<file path="config.mk">
export PLATFORM = sky130hd
export DESIGN_NAME = led_blink_arbiter
export DESIGN_NICKNAME = d
export VERILOG_FILES = /design/src/rtl/led_pkg.sv /design/src/rtl/led_phase_timer.sv /design/src/rtl/led_blink_arbiter.sv
export SDC_FILE = /design/constraint.sdc
export NUM_CORES = 1
export LEC_CHECK = 0
export CORE_UTILIZATION = 30
export DETAILED_ROUTE_END_ITERATION = 8
export GPL_TIMING_DRIVEN = 0
export HOLD_SLACK_MARGIN = 0.12
export PLACE_DENSITY = 0.49
export SETUP_SLACK_MARGIN = 0.05
export SYNTH_ARGS = -nofsm -noshare
export SYNTH_HDL_FRONTEND = slang
export SYNTH_SLANG_ARGS = --single-unit
export TNS_END_PERCENT = 1
</file>
<file path="constraint.sdc">
create_clock -name CLK -period 4.4 [get_ports CLK]
set_input_delay 0.44 -clock CLK [delete_from_list [all_inputs] [get_ports CLK]]
set_output_delay 0.44 -clock CLK [all_outputs]
set_load 0.02 [all_outputs]
</file>
<file path="src/rtl/led_pkg.sv">
// Shared types and defaults for the LED1 blink arbiter.
package led_pkg;

    typedef enum logic [2:0] {IDLE, ON, OFF, GAP, FIN} state_t;

    localparam int CLK_HZ       = 32000000;
    localparam int TICK_DIV_DEF = CLK_HZ / 2;
    localparam int BLINK_W_DEF  = 4;

endpackage

</file>
<file path="src/rtl/led_phase_timer.sv">
// Loadable phase down-counter; expires when the count sits at zero.
module led_phase_timer #(
    parameter int CNT_W = 4
) (
    input  logic             clk_i,
    input  logic             rst_i,
    input  logic             load_i,
    input  logic [CNT_W-1:0] load_val_i,
    output logic             exp_o
);

    logic [CNT_W-1:0] cnt_q, cnt_d;

    always_comb begin
        cnt_d = cnt_q;
        if (load_i) begin
            cnt_d = load_val_i;
        end else if (cnt_q != '0) begin
            cnt_d = cnt_q - 1'b1;
        end
    end

    always_ff @(posedge clk_i) begin
        if (rst_i) begin
            cnt_q <= '0;
        end else begin
            cnt_q <= cnt_d;
        end
    end

    assign exp_o = (cnt_q == '0);

endmodule

</file>
<file path="src/rtl/led_blink_arbiter.sv">
// Round-robin arbiter sharing LED1 between requesters; each grant plays a
// burst of equal on/off phases followed by a dark gap.
module led_blink_arbiter
    import led_pkg::*;
#(
    parameter int N_REQ    = 4,
    parameter int TICK_DIV = TICK_DIV_DEF,
    parameter int BLINK_W  = BLINK_W_DEF
) (
    input  logic                     CLK,
    input  logic                     RST,
    input  logic [N_REQ-1:0]         REQ,
    input  logic [N_REQ*BLINK_W-1:0] COUNT,
    output logic [N_REQ-1:0]         GNT,
    output logic [N_REQ-1:0]         DONE,
    output logic                     BUSY,
    output logic                     LED1
);

    localparam int IDX_W = $clog2(N_REQ);
    localparam int TW    = $clog2(2 * TICK_DIV);
    localparam logic [TW-1:0] PH_LOAD  = TW'(TICK_DIV - 1);
    localparam logic [TW-1:0] GAP_LOAD = TW'(2 * TICK_DIV - 1);
    localparam logic [N_REQ-1:0] ONE   = {{(N_REQ-1){1'b0}}, 1'b1};

    state_t             state_q, state_d;
    logic [N_REQ-1:0]   gnt_q, gnt_d;
    logic [N_REQ-1:0]   done_q, done_d;
    logic [IDX_W-1:0]   ptr_q, ptr_d;
    logic [BLINK_W-1:0] rem_q, rem_d;
    logic               abort_q, abort_d;
    logic               led_q;
    logic [IDX_W-1:0]   pick;
    logic               tmr_load;
    logic [TW-1:0]      tmr_val;
    logic               tmr_exp;

    // Rotate so the search starts just after the last winner, take the
    // lowest set bit, then rotate the index back.
    function automatic logic [IDX_W-1:0] rr_pick(input logic [N_REQ-1:0] req,
                                                 input logic [IDX_W-1:0] ptr);
        logic [2*N_REQ-1:0] dbl;
        logic [N_REQ-1:0]   rot;
        int                 start;
        int                 sel;
        start = (int'(ptr) + 1) % N_REQ;
        dbl   = {req, req} >> start;
        rot   = dbl[N_REQ-1:0];
        sel   = 0;
        for (int k = N_REQ - 1; k >= 0; k--) begin
            if (rot[k]) sel = k;
        end
        sel = (sel + start) % N_REQ;
        return IDX_W'(sel);
    endfunction

    assign pick = rr_pick(REQ, ptr_q);

    always_comb begin
        state_d = state_q;
        gnt_d   = gnt_q;
        done_d  = '0;
        ptr_d   = ptr_q;
        rem_d   = rem_q;
        abort_d = abort_q;
        case (state_q)
            IDLE: begin
                if (|REQ) begin
                    ptr_d   = pick;
                    gnt_d   = ONE << pick;
                    rem_d   = COUNT[int'(pick)*BLINK_W +: BLINK_W];
                    abort_d = 1'b0;
                    if (rem_d != '0) begin
                        state_d = ON;
                    end else begin
                        state_d = FIN;
                        done_d  = ONE << pick;
                    end
                end
            end
            ON: begin
                if (!REQ[ptr_q]) begin
                    state_d = GAP;
                    abort_d = 1'b1;
                end else if (tmr_exp) begin
                    state_d = OFF;
                end
            end
            OFF: begin
                if (!REQ[ptr_q]) begin
                    state_d = GAP;
                    abort_d = 1'b1;
                end else if (tmr_exp) begin
                    rem_d   = rem_q - 1'b1;
                    state_d = (rem_d != '0) ? ON : GAP;
                end
            end
            GAP: begin
                // An aborted burst releases straight to IDLE so no DONE is seen.
                if (tmr_exp) begin
                    if (abort_q) begin
                        state_d = IDLE;
                        gnt_d   = '0;
                    end else begin
                        state_d = FIN;
                        done_d  = gnt_q;
                    end
                end
            end
            FIN: begin
                state_d = IDLE;
                gnt_d   = '0;
            end
            default: begin
                state_d = IDLE;
                gnt_d   = '0;
            end
        endcase
    end

    always_comb begin
        tmr_load = (state_d != state_q);
        tmr_val  = '0;
        case (state_d)
            ON, OFF: tmr_val = PH_LOAD;
            GAP:     tmr_val = GAP_LOAD;
            default: tmr_val = '0;
        endcase
    end

    led_phase_timer #(
        .CNT_W(TW)
    ) u_timer (
        .clk_i      (CLK),
        .rst_i      (RST),
        .load_i     (tmr_load),
        .load_val_i (tmr_val),
        .exp_o      (tmr_exp)
    );

    always_ff @(posedge CLK) begin
        if (RST) begin
            state_q <= IDLE;
            gnt_q   <= '0;
            done_q  <= '0;
            ptr_q   <= IDX_W'(N_REQ - 1);
            abort_q <= 1'b0;
            led_q   <= 1'b0;
        end else begin
            state_q <= state_d;
            gnt_q   <= gnt_d;
            done_q  <= done_d;
            ptr_q   <= ptr_d;
            abort_q <= abort_d;
            led_q   <= (state_d == ON);
        end
    end

    always_ff @(posedge CLK) begin
        rem_q <= rem_d;
    end

    assign GNT  = gnt_q;
    assign DONE = done_q;
    assign BUSY = (state_q != IDLE);
    assign LED1 = led_q;

endmodule

</file>
==> flow_summary.yaml, run 1 <==
floorplan:
  ioPinCount: 32
  core_sq_mm: 0.00928
  initial_utilization_pct: 31.0
  rows: 35
  die_w_um: 100
  die_h_um: 100
  die-area_sq_mm: 0.00999
route:
  num_vias: 2567
  ant_nets: 0
  drt-initial-drc-count: 136
  via_per_inst: 5.19
  routedWlPerCell_um: 14.7
  firstDrtPassIters: 4
  drt_wl_total_mm: 7.26
  drcViolationCount: 0
yosys:
  syn_area_sq_mm: 0.00288
  syn_area_per_cell_sq_um: 8.70
  synth_top_area_cell: "dfxtp_1"
  postSynthNetCount: 357
  yosysTopAreaCellShare_pct: 27.8
  synth-edff-count: 4
  yosysWarningCount: 0
  ys.flop_type: "dfxtp_1"
  ys_seq_elements: 44
  ys_top_cells_by_area: "dfxtp_1, o211ai_2, nand2_1"
  syn_inst: 331
  async_flop_share_pct: 0
  synth.distinct_cells: 67
  ys_seq_area_share_pct: 32.0
cells_and_area:
  fin_util_pct: 36.6
  diodes: 0
  area_growth_pct: 18.1
  stdcell_count: 495
  final_nets: 391
  drive_gt1_share_pct: 14.2
global_route:
  grt-ovfl-total: 0
  antenna_found_initial: 0
  grtUsageTotal_pct: 15.5
  grt_pass1_vias: 2482
  grt_pass1_wl_mm: 12.4
  grt_max_degree: 15
timing:
  final.setup.tns_ns: 0
  fin_crit_sh_pct: 82.4
  slew_headroom_pct: 56.4
  rsz0062_at_grt: "no"
  slew_viol_final: 0
  fin_worst_skew_ns: 0.00606
  fin_hold_ws_ns: 0.488
  hold_viol_final: 0
  finalSetupViolCount: 0
  worst_pin_slew_ns: 0.647
  fmax_mhz: 276
  setup_slack_ns: 0.776
  min_period_ns: 3.62
setup_path:
  critPathLaunchType: "primary input"
  path_max_fanout: 6
  crit_path_end_kind: "register"
  critical_path_class: "in -> reg"
  worstPathRequired_ns: 4.56
  arrival_ns: 3.79
clock_network:
  cts.reportedPaths.clkPinSlew_ns: 0.09
  cts_htree_levels: 2
  post_cts_resized: 0
  post_cts_buffers: 0
  cts_buffers: 5
  clock_path_buffers: 2
  hold_buffers: 0
  clk-insertion-delay-late_ns: 0.30
  cts_tree: "done"
  clock-sinks: 44
  cts-root-buf: "clkbuf_8"
placed_design:
  routabilityCongestion: 0.792
  dp.cells: 487
  port-buffer-count: 27
  dpl.hpwl_mm: 5.37
  post-place-ws_ns: 0.518
power_and_ir_drop:
  powerDensity_mw_per_mm2: 811
  ir_worst_vdd_v: 0.000363
  p_leak_nw: 1.25
run:
  maxCapViolations: 0
hold_path:
  hold_class: "reg -> reg"
status:
  status: "finished, final reports clean"
cell usage in the layout (no fill, tap or decap), types with 5 or more instances in the layout:
master	n
nand2_1	35
clkbuf_8	5
nand3_1	8
inv_1	8
nand2b_1	5
nor3_1	20
buf_2	8
nor2_1	32
o211ai_2	11
a21oi_1	18
or3_1	6
clkbuf_1	8
xnor2_1	12
nor2b_1	5
xor2_1	14
dfxtp_1	40
o211ai_1	6
o21ai_0	10
clkdlybuf4s50_1	27
nor4_1	6
worst max-delay path, stage by stage:
cell and delay [ns]:
clkdlybuf4s50_1 0.58, inv_1 0.12, o311a_1 0.34, o21ai_0 0.17, ha_1 0.31, nor3_1 0.20
a22oi_1 0.12, nor2b_1 0.16, mux2i_1 0.40, a31oi_2 0.25, o21ai_0 0.56, a21oi_1 0.14
flip-flops by register name, summed over array words and instances (netlist names):
signal / cells
u_timer.cnt_q: 25
DONE: 4
GNT: 4
rem_q: 4
state_q: 3
ptr_q: 2
LED1: 1
abort_q: 1
kinds of logic after synthesis:
group           Yosys count  synth area share, %
simple gates            149                 28.1
compound gates           73                 20.3
buf+inv                  28                 4.78
xor+xnor                 27                 8.47
flops                    44                 32.0
mux                       6                 4.65
fa+ha+maj                 4                 1.74
stage by stage:
step	cell area [sq um]	total power, mW
2_1_floorplan	2880	2.07
3_3_place_gp	3310	2.47
3_5_place_dp	3310	2.50
4_1_cts	3400	2.77
5_1_grt	3400	3.00
6_report	3400	2.76
layer usage:
layer	share of wire [%]	GRT usage, %
met5	0	0
met4	1.2	4.19
met3	2.0	2.51
met2	46	24.6
met1	50	21.8
power by group:
| part | internal (mW) | switching (mW) |
|---|---|---|
| sequential | 0.584 | 0.139 |
| combinational | 0.749 | 1.02 |
| clock | 0.113 | 0.149 |
synth_stat cells (2+ instances only):
| cell type | count |
|---|---|
| o2111ai_1 | 3 |
| or2_2 | 4 |
| xnor2_1 | 12 |
| o211ai_2 | 11 |
| nand2b_1 | 5 |
| o21ai_2 | 3 |
| ha_1 | 4 |
| nand2_1 | 35 |
| nor2_1 | 32 |
| xor2_1 | 14 |
| dfxtp_1 | 40 |
| or3_1 | 6 |
| edfxtp_1 | 4 |
| clkbuf_1 | 7 |
| and4_1 | 2 |
| nand4b_1 | 3 |
| a21oi_1 | 18 |
| buf_6 | 3 |
| a22oi_1 | 4 |
| nor3_1 | 20 |
| o21ai_0 | 10 |
| nor4_1 | 6 |
| o211ai_1 | 6 |
| buf_2 | 8 |
| nand3_1 | 8 |
| mux4_1 | 3 |
| and3_1 | 3 |
| o32ai_1 | 2 |
| inv_1 | 8 |
| nor4_4 | 3 |
| nand4_1 | 3 |
| mux4_2 | 2 |
| nor2b_1 | 5 |
final cells by class:
class | count | area, sq um
Inverter | 9 | 33.8
Clock buffer | 6 | 72.6
Timing Repair Buffer | 27 | 270
Buffer | 19 | 104
Multi-Input combinational cell | 259 | 1820
Sequential cell | 44 | 921
Tap cell | 129 | 161
Fill cell | 1001 | 5880
Clock inverter | 2 | 16.3
final timing paths:
check | start | endpoint | slack [ns] | cells after the start
setup reg to reg | ptr_q[0]$_SDFFE_PP1P_ | u_timer.cnt_q[14]$_SDFFE_PP0P_ | 1.05 | 13
hold / removal | GNT[1]$_SDFFE_PP0P_ | DONE[1]$_SDFF_PP0_ | 0.49 | 2
setup / recovery | REQ[0] | u_timer.cnt_q[14]$_SDFFE_PP0P_ | 0.78 | 12
hold reg to reg | GNT[1]$_SDFFE_PP0P_ | DONE[1]$_SDFF_PP0_ | 0.49 | 2
No activity file was read; power rests on OpenSTA's default activity.
==> inputs of run 2 (changes only) <==
PLACE_DENSITY = 0.51   (was 0.49)
clock period = 3.28 ns   (was 4.4 ns; I/O delays follow)
==> run 2 against run 1 <==
Net effect:
- die area unchanged
- first-iteration DRC count is 5.9% lower
- clock skew is 0.00085 ns lower
- count of clock-buffer cells in the layout increased by 2
- hold slack got worse by 0.0097 ns
- critical endpoint is now rem_q[3]$_DFFE_PP_
- wire length is 1.6% lower
- flip-flop and latch count unchanged
- largest cell class unchanged
- highest routed layer unchanged
==> flow_summary.yaml, run 2 (synthesized netlist as in run 1, its figures left out) <==
setup_path:
  critPathLaunchType: "register"
  arrival_ns: 3.00
  critPathTopFamily: "XOR/XNOR gates"
  max_stage_delay_ns: 0.55
  crit_path_end_kind: "register"
  r2r_slack_ns: 0.32
  crit_chain: "buf_6 > inv_2 > nor2_1 > a221oi_1 > o21ai_0 > ha_1 > xor2_1 > xnor2_1 > xnor2_2 > buf_4 > mux4_1 > nand2_1 > o21ai_0"
  worstPathRequired_ns: 3.33
  critical_path_class: "reg -> reg"
  crit_path_top_delay_cell: "mux4_1"
  cp_common_cell: "o21ai_0"
  path_max_fanout: 10
  cp_num_buf_inv: 3
power_and_ir_drop:
  p_leak_nw: 1.32
  ir_worst_vdd_v: 0.000413
  internal_power_mw: 2.19
  pwr-share-seq_pct: 24.3
  powerDensity_mw_per_mm2: 1130
  p_clk_share_pct: 10.8
  p_switching_mw: 1.79
  share_comb_of_total_power_pct: 65.0
  swShare_pct: 45.0
clock_network:
  cts-root-buf: "clkbuf_8"
  cts_buffers: 5
  cts_tree: "done"
  clock_path_buffers: 2
  clk-insertion-delay-late_ns: 0.30
  cts.reportedPaths.clkPinSlew_ns: 0.09
  clock-sinks: 44
  hold_buffers: 0
  cts_htree_levels: 2
hold_path:
  hold_class: "reg -> reg"
timing:
  min_period_ns: 2.96
  hold_viol_final: 0
  fin_hold_ws_ns: 0.478
  rsz0062_at_grt: "no"
  fmax_mhz: 338
  fin_worst_skew_ns: 0.00521
  slew_headroom_pct: 59.4
  slew_viol_final: 0
  final.setup.tns_ns: 0
  finalSetupViolCount: 0
  fin_crit_sh_pct: 90.2
  worst_pin_slew_ns: 0.602
cells_and_area:
  diodes: 0
  fin_util_pct: 37.9
  multi_input_area_sq_mm: 0.00184
  seqCellArea_sq_um: 921
  largest_reg_flops: 25
  top_register: "u_timer.cnt_q"
  final_common_cell: "dfxtp_1"
  drive_gt1_share_pct: 17.1
  final_cell_mix: "dfxtp_1, nand2_1, nor2_1, clkdlybuf4s50_1, nor3_1"
  final_nets: 399
  fillers: 985
  area_growth_pct: 22.2
placed_design:
  dpl.hpwl_mm: 5.23
  routabilityCongestion: 0.778
  port-buffer-count: 27
route:
  drt-initial-drc-count: 128
  drcViolationCount: 0
  num_vias: 2599
  ant_nets: 0
  drt_wl_total_mm: 7.14
  routedWlPerCell_um: 14.2
  via_per_inst: 5.17
  firstDrtPassIters: 4
floorplan:
  rows: 35
  die_w_um: 100
  die_h_um: 100
  ioPinCount: 32
  initial_utilization_pct: 31.0
  core_sq_mm: 0.00928
  die-area_sq_mm: 0.00999
global_route:
  grtUsageTotal_pct: 15.0
  grt_pass1_wl_mm: 12.0
  antenna_found_initial: 0
  grt-ovfl-total: 0
  grt_pass1_vias: 2470
  grt_max_degree: 14
status:
  status: "finished, final reports clean"
run:
  maxCapViolations: 0
[run 2: cell types whose count changed in the layout (fill, tap and decap cells not counted), sizes merged]
cell	change
dlymetal6s2s	+1
buf	+8
clkinv	-1
clkinvlp	-1
clkdlybuf4s50	-1
clkbuf	+2
[run 2: final cells by class]
type                    instances  area share [%]
multi-input cells             259            52.3
plain buffers                  19            3.06
repair buffers                 35            9.46
flip-flops and latches         44            26.2
well taps                     129            4.59
clock buffers                   8            3.45
inverters                       9           0.960
[run 2: per-stage QoR]
stage	power (mW)	setup WS, ns	cells	cell area, sq um
floorplan	2.77	0.498	331	2880
global placement	3.31	-0.431	487	3310
CTS	3.88	0.0591	497	3460
finish	3.98	0.322	503	3520
global route	4.31	0.111	503	3520
detailed placement	3.33	-0.483	487	3310
[run 2: path summary, 6_finish.rpt]
path | startpoint | endpoint | depth (start not counted)
worst max-delay path | ptr_q[0]$_SDFFE_PP1P_ | rem_q[3]$_DFFE_PP_ | 13
worst min-delay path | GNT[1]$_SDFFE_PP0P_ | DONE[1]$_SDFF_PP0_ | 2
worst min register to register | GNT[1]$_SDFFE_PP0P_ | DONE[1]$_SDFF_PP0_ | 2
worst max register to register | ptr_q[0]$_SDFFE_PP1P_ | rem_q[3]$_DFFE_PP_ | 13
[run 2: worst reg2reg max path: stages, from the launching register on]
cell,delay (ns)
dfxtp_1,0.31
buf_6,0.13
inv_2,0.09
nor2_1,0.05
a221oi_1,0.23
o21ai_0,0.12
ha_1,0.20
xor2_1,0.15
xnor2_1,0.39
xnor2_2,0.16
buf_4,0.16
mux4_1,0.55
nand2_1,0.08
o21ai_0,0.07
[run 2: timing repair]
item                                    4_1_cts  5_1_grt
endpoints found under the setup margin       21       28
resized for setup                             4        3
setup buffers                                 2        6
pin swaps                                     2        2
[run 2: power groups by stage]
stage,Clock [mW],Combinational (mW),Sequential (mW)
after floorplan,0,1.79,0.981
after global placement,0,2.33,0.974
final,0.429,2.59,0.968
after detailed placement,0,2.35,0.976
after CTS,0.443,2.47,0.968
after global routing,0.461,2.85,1.00
[run 2: per-layer routing]
metal	global-route usage, %	up-vias	part of all wire, %	routed length (um)
li1	-	1290	-	-
met5	0	-	0	0
met4	3.39	0	0.94	67
met3	2.44	4	2.2	159
met2	24.2	41	47	3340
met1	21.0	1264	50	3580
==> inputs of run 3 (changes only) <==
SLEW_MARGIN = 20   (was unset)
SYNTH_HIERARCHICAL = 1   (was unset)
==> run 3 against run 2 <==
Net effect:
- utilization grew 0.77 points
- combinational power decreased by 18%
- design area shrank 3.7%
- critical path type unchanged
- largest power group unchanged
==> flow_summary.yaml, run 3 <==
clock_network:
  clock-sinks: 44
  cts_tree: "done"
  cts_htree_levels: 2
  hold_buffers: 0
  clk-insertion-delay-late_ns: 0.30
  clock_path_buffers: 2
  cts.reportedPaths.clkPinSlew_ns: 0.09
  cts_buffers: 5
  cts-root-buf: "clkbuf_8"
setup_path:
  worstPathRequired_ns: 3.46
  arrival_ns: 3.19
  worstReg2RegEnd: "u_timer/cnt_q[20]$_SDFFE_PP0P_"
  critPathLaunchType: "register"
  cp_common_cell: "o21ai_0"
  crit_path_end_kind: "register"
  crit_path_top_delay_cell: "dfxtp_1"
  critical_path_class: "reg -> reg"
  r2r_start: "u_timer/cnt_q[0]$_SDFFE_PP0P_"
  r2r_slack_ns: 0.28
  rr_worst_depth: 14
  cp_num_buf_inv: 3
  crit_chain: "inv_1 > ha_1 > nor4b_1 > nand4_1 > nor2_4 > and3_1 > nor3b_4 > nor3_1 > o21ai_0 > clkbuf_2 > nor2_2 > o21ai_2 > clkbuf_4 > o21ai_0"
  max_stage_delay_ns: 0.36
  critPathTopFamily: "simple AND/OR/NAND/NOR gates"
  path_max_fanout: 10
global_route:
  grt_pass1_vias: 2309
  grt_max_degree: 14
  grt-ovfl-total: 0
  grt_pass1_wl_mm: 11.0
  antenna_found_initial: 0
  grtUsageTotal_pct: 14.1
route:
  drt-initial-drc-count: 125
  drcViolationCount: 0
  num_vias: 2438
  routedWlPerCell_um: 13.6
  top_layer: "met4"
  firstDrtPassIters: 5
  met2_length_mm: 2.86
  dr_wl_met3_um: 170
  ant_nets: 0
  via_per_inst: 5.08
  drt_wl_total_mm: 6.54
  drt-met1-wl_mm: 3.45
timing:
  fin_worst_skew_ns: 0.0117
  final.setup.tns_ns: 0
  worst_pin_slew_ns: 0.558
  finalSetupViolCount: 0
  fin_hold_ws_ns: 0.533
  min_period_ns: 3.00
  slew_viol_final: 0
  rsz0062_at_grt: "no"
  slew_headroom_pct: 62.5
  fmax_mhz: 333
  fin_crit_sh_pct: 91.5
  hold_viol_final: 0
cells_and_area:
  top_register: "u_timer/cnt_q"
  fillers: 912
  largest_reg_flops: 25
  fin_util_pct: 38.7
  seqCellArea_sq_um: 921
  multi_input_area_sq_mm: 0.00174
  final_common_cell: "dfxtp_1"
  final_nets: 399
  final_cell_mix: "dfxtp_1, nor2_1, nand2_1, clkdlybuf4s50_1, o21ai_0"
  drive_gt1_share_pct: 13.4
  area_growth_pct: 24.4
  diodes: 0
  final_area_sq_mm: 0.00339
yosys:
  yosysTopAreaCellShare_pct: 29.4
  syn_inst: 326
  async_flop_share_pct: 0
  synth-edff-count: 4
  ys_top_cells_by_area: "dfxtp_1, xnor2_1, nor2_1"
  ys_seq_area_share_pct: 33.8
  synth_top_area_cell: "dfxtp_1"
  synth.distinct_cells: 67
  syn_area_sq_mm: 0.00272
  yosysWarningCount: 6
  ys.flop_type: "dfxtp_1"
  synth_common_cells: "nor2_1, dfxtp_1, nand2_1, o21ai_0, xnor2_1"
  ys_seq_elements: 44
  syn_area_per_cell_sq_um: 8.35
  yosysMostFrequentCell: "nor2_1"
floorplan:
  die_h_um: 97.3
  ioPinCount: 32
  die_w_um: 97.3
  core_sq_mm: 0.00876
  die-area_sq_mm: 0.00946
  rows: 34
  initial_utilization_pct: 31.1
hold_path:
  hold_end: "GNT[3]$_SDFFE_PP0P_"
  hold_start: "GNT[3]$_SDFFE_PP0P_"
  hold_depth: 2
  hold_class: "reg -> reg"
power_and_ir_drop:
  powerDensity_mw_per_mm2: 1060
  ir_worst_vdd_v: 0.000438
  p_leak_nw: 1.27
placed_design:
  dpl.hpwl_mm: 4.71
  place_area_sq_mm: 0.00317
  routabilityCongestion: 0.795
  port-buffer-count: 29
run:
  maxCapViolations: 0
status:
  status: "finished, final reports clean"
run 3: cell types whose count changed after synthesis, sizes merged, moves of 7 or more:
| cell | previous run | this run |
|---|---|---|
| o211ai | 17 | 0 |
| xnor2 | 13 | 22 |
| nor2 | 33 | 43 |
| buf | 12 | 5 |
| xor2 | 14 | 3 |
| o21ai | 14 | 27 |
run 3: cell families (layout without fill, tap and decap cells):
family / Yosys count / after routing / share of synthesized area [%]
simple gates: 142 / 142 / 27.4
compound gates: 73 / 73 / 17.6
flops: 44 / 44 / 33.8
buf+inv: 27 / 69 / 4.64
xor+xnor: 25 / 25 / 8.32
mux: 9 / 9 / 5.79
fa+ha+maj: 5 / 5 / 2.30
other cells: 1 / 5 / 0.138
run 3: routing by layer:
| metal | track usage, % | vias to the layer above |
|---|---|---|
| met5 | 0 | - |
| met4 | 3.62 | 0 |
| met3 | 2.59 | 6 |
| met2 | 22.2 | 35 |
| met1 | 20.0 | 1133 |
| li1 | - | 1264 |
run 3: where the power goes:
group / leakage, nW / switching (mW) / internal, mW
clock: 0.0624 / 0.189 / 0.269
combinational: 0.838 / 1.15 / 0.970
sequential: 0.370 / 0.223 / 0.793
total: 1.27 / 1.56 / 2.03
run 3: worst reg2reg max path, cell delays in order (launching register included):
cell,delay [ns]
dfxtp_1,0.36
inv_1,0.09
ha_1,0.16
nor4b_1,0.28
nand4_1,0.26
nor2_4,0.21
and3_1,0.22
nor3b_4,0.20
nor3_1,0.07
o21ai_0,0.09
clkbuf_2,0.24
nor2_2,0.13
o21ai_2,0.17
clkbuf_4,0.29
o21ai_0,0.11
run 3: what timing repair did:
item                                    4_1_cts  5_1_grt
resized for setup                             9        7
endpoints found under the hold margin         0        0
endpoints found under the setup margin       25       24
pin swaps                                     3        1
buffers inserted                              3        3
run 3: how the worst max path moves through the flow:
stage                                   start                              to  slack [ns]  cells after the start
6_report        u_timer/cnt_q[0]$_SDFFE_PP0P_  u_timer/cnt_q[20]$_SDFFE_PP0P_        0.28                     14
5_1_grt         u_timer/cnt_q[1]$_SDFFE_PP0P_  u_timer/cnt_q[18]$_SDFFE_PP0P_        0.02                     14
4_1_cts         u_timer/cnt_q[0]$_SDFFE_PP0P_  u_timer/cnt_q[20]$_SDFFE_PP0P_        0.03                     14
3_5_place_dp    u_timer/cnt_q[0]$_SDFFE_PP0P_   u_timer/cnt_q[8]$_SDFFE_PP0P_       -0.72                     14
3_3_place_gp    u_timer/cnt_q[8]$_SDFFE_PP0P_   u_timer/cnt_q[9]$_SDFFE_PP0P_       -0.72                     12
2_1_floorplan  u_timer/cnt_q[15]$_SDFFE_PP0P_  u_timer/cnt_q[10]$_SDFFE_PP0P_        0.19                     12
run 3: layout make-up:
| class | instances | share of cell area, % |
|---|---|---|
| multi-input combinational | 259 | 51.2 |
| sequential | 44 | 27.2 |
| timing repair buffer | 35 | 10.0 |
| tap | 108 | 3.99 |
| clock buffer | 6 | 2.77 |
| buffer | 14 | 2.40 |
| inverter | 13 | 1.51 |
| clock inverter | 1 | 0.886 |
run 3: stage by stage:
stage / worst slack, ns / std cells / total power [mW]
after floorplan: 0.189 / 330 / 2.55
after global placement: -0.719 / 467 / 3.01
after detailed placement: -0.722 / 467 / 3.03
after CTS: 0.0267 / 477 / 3.58
after global routing: 0.0244 / 480 / 3.90
final: 0.278 / 480 / 3.59
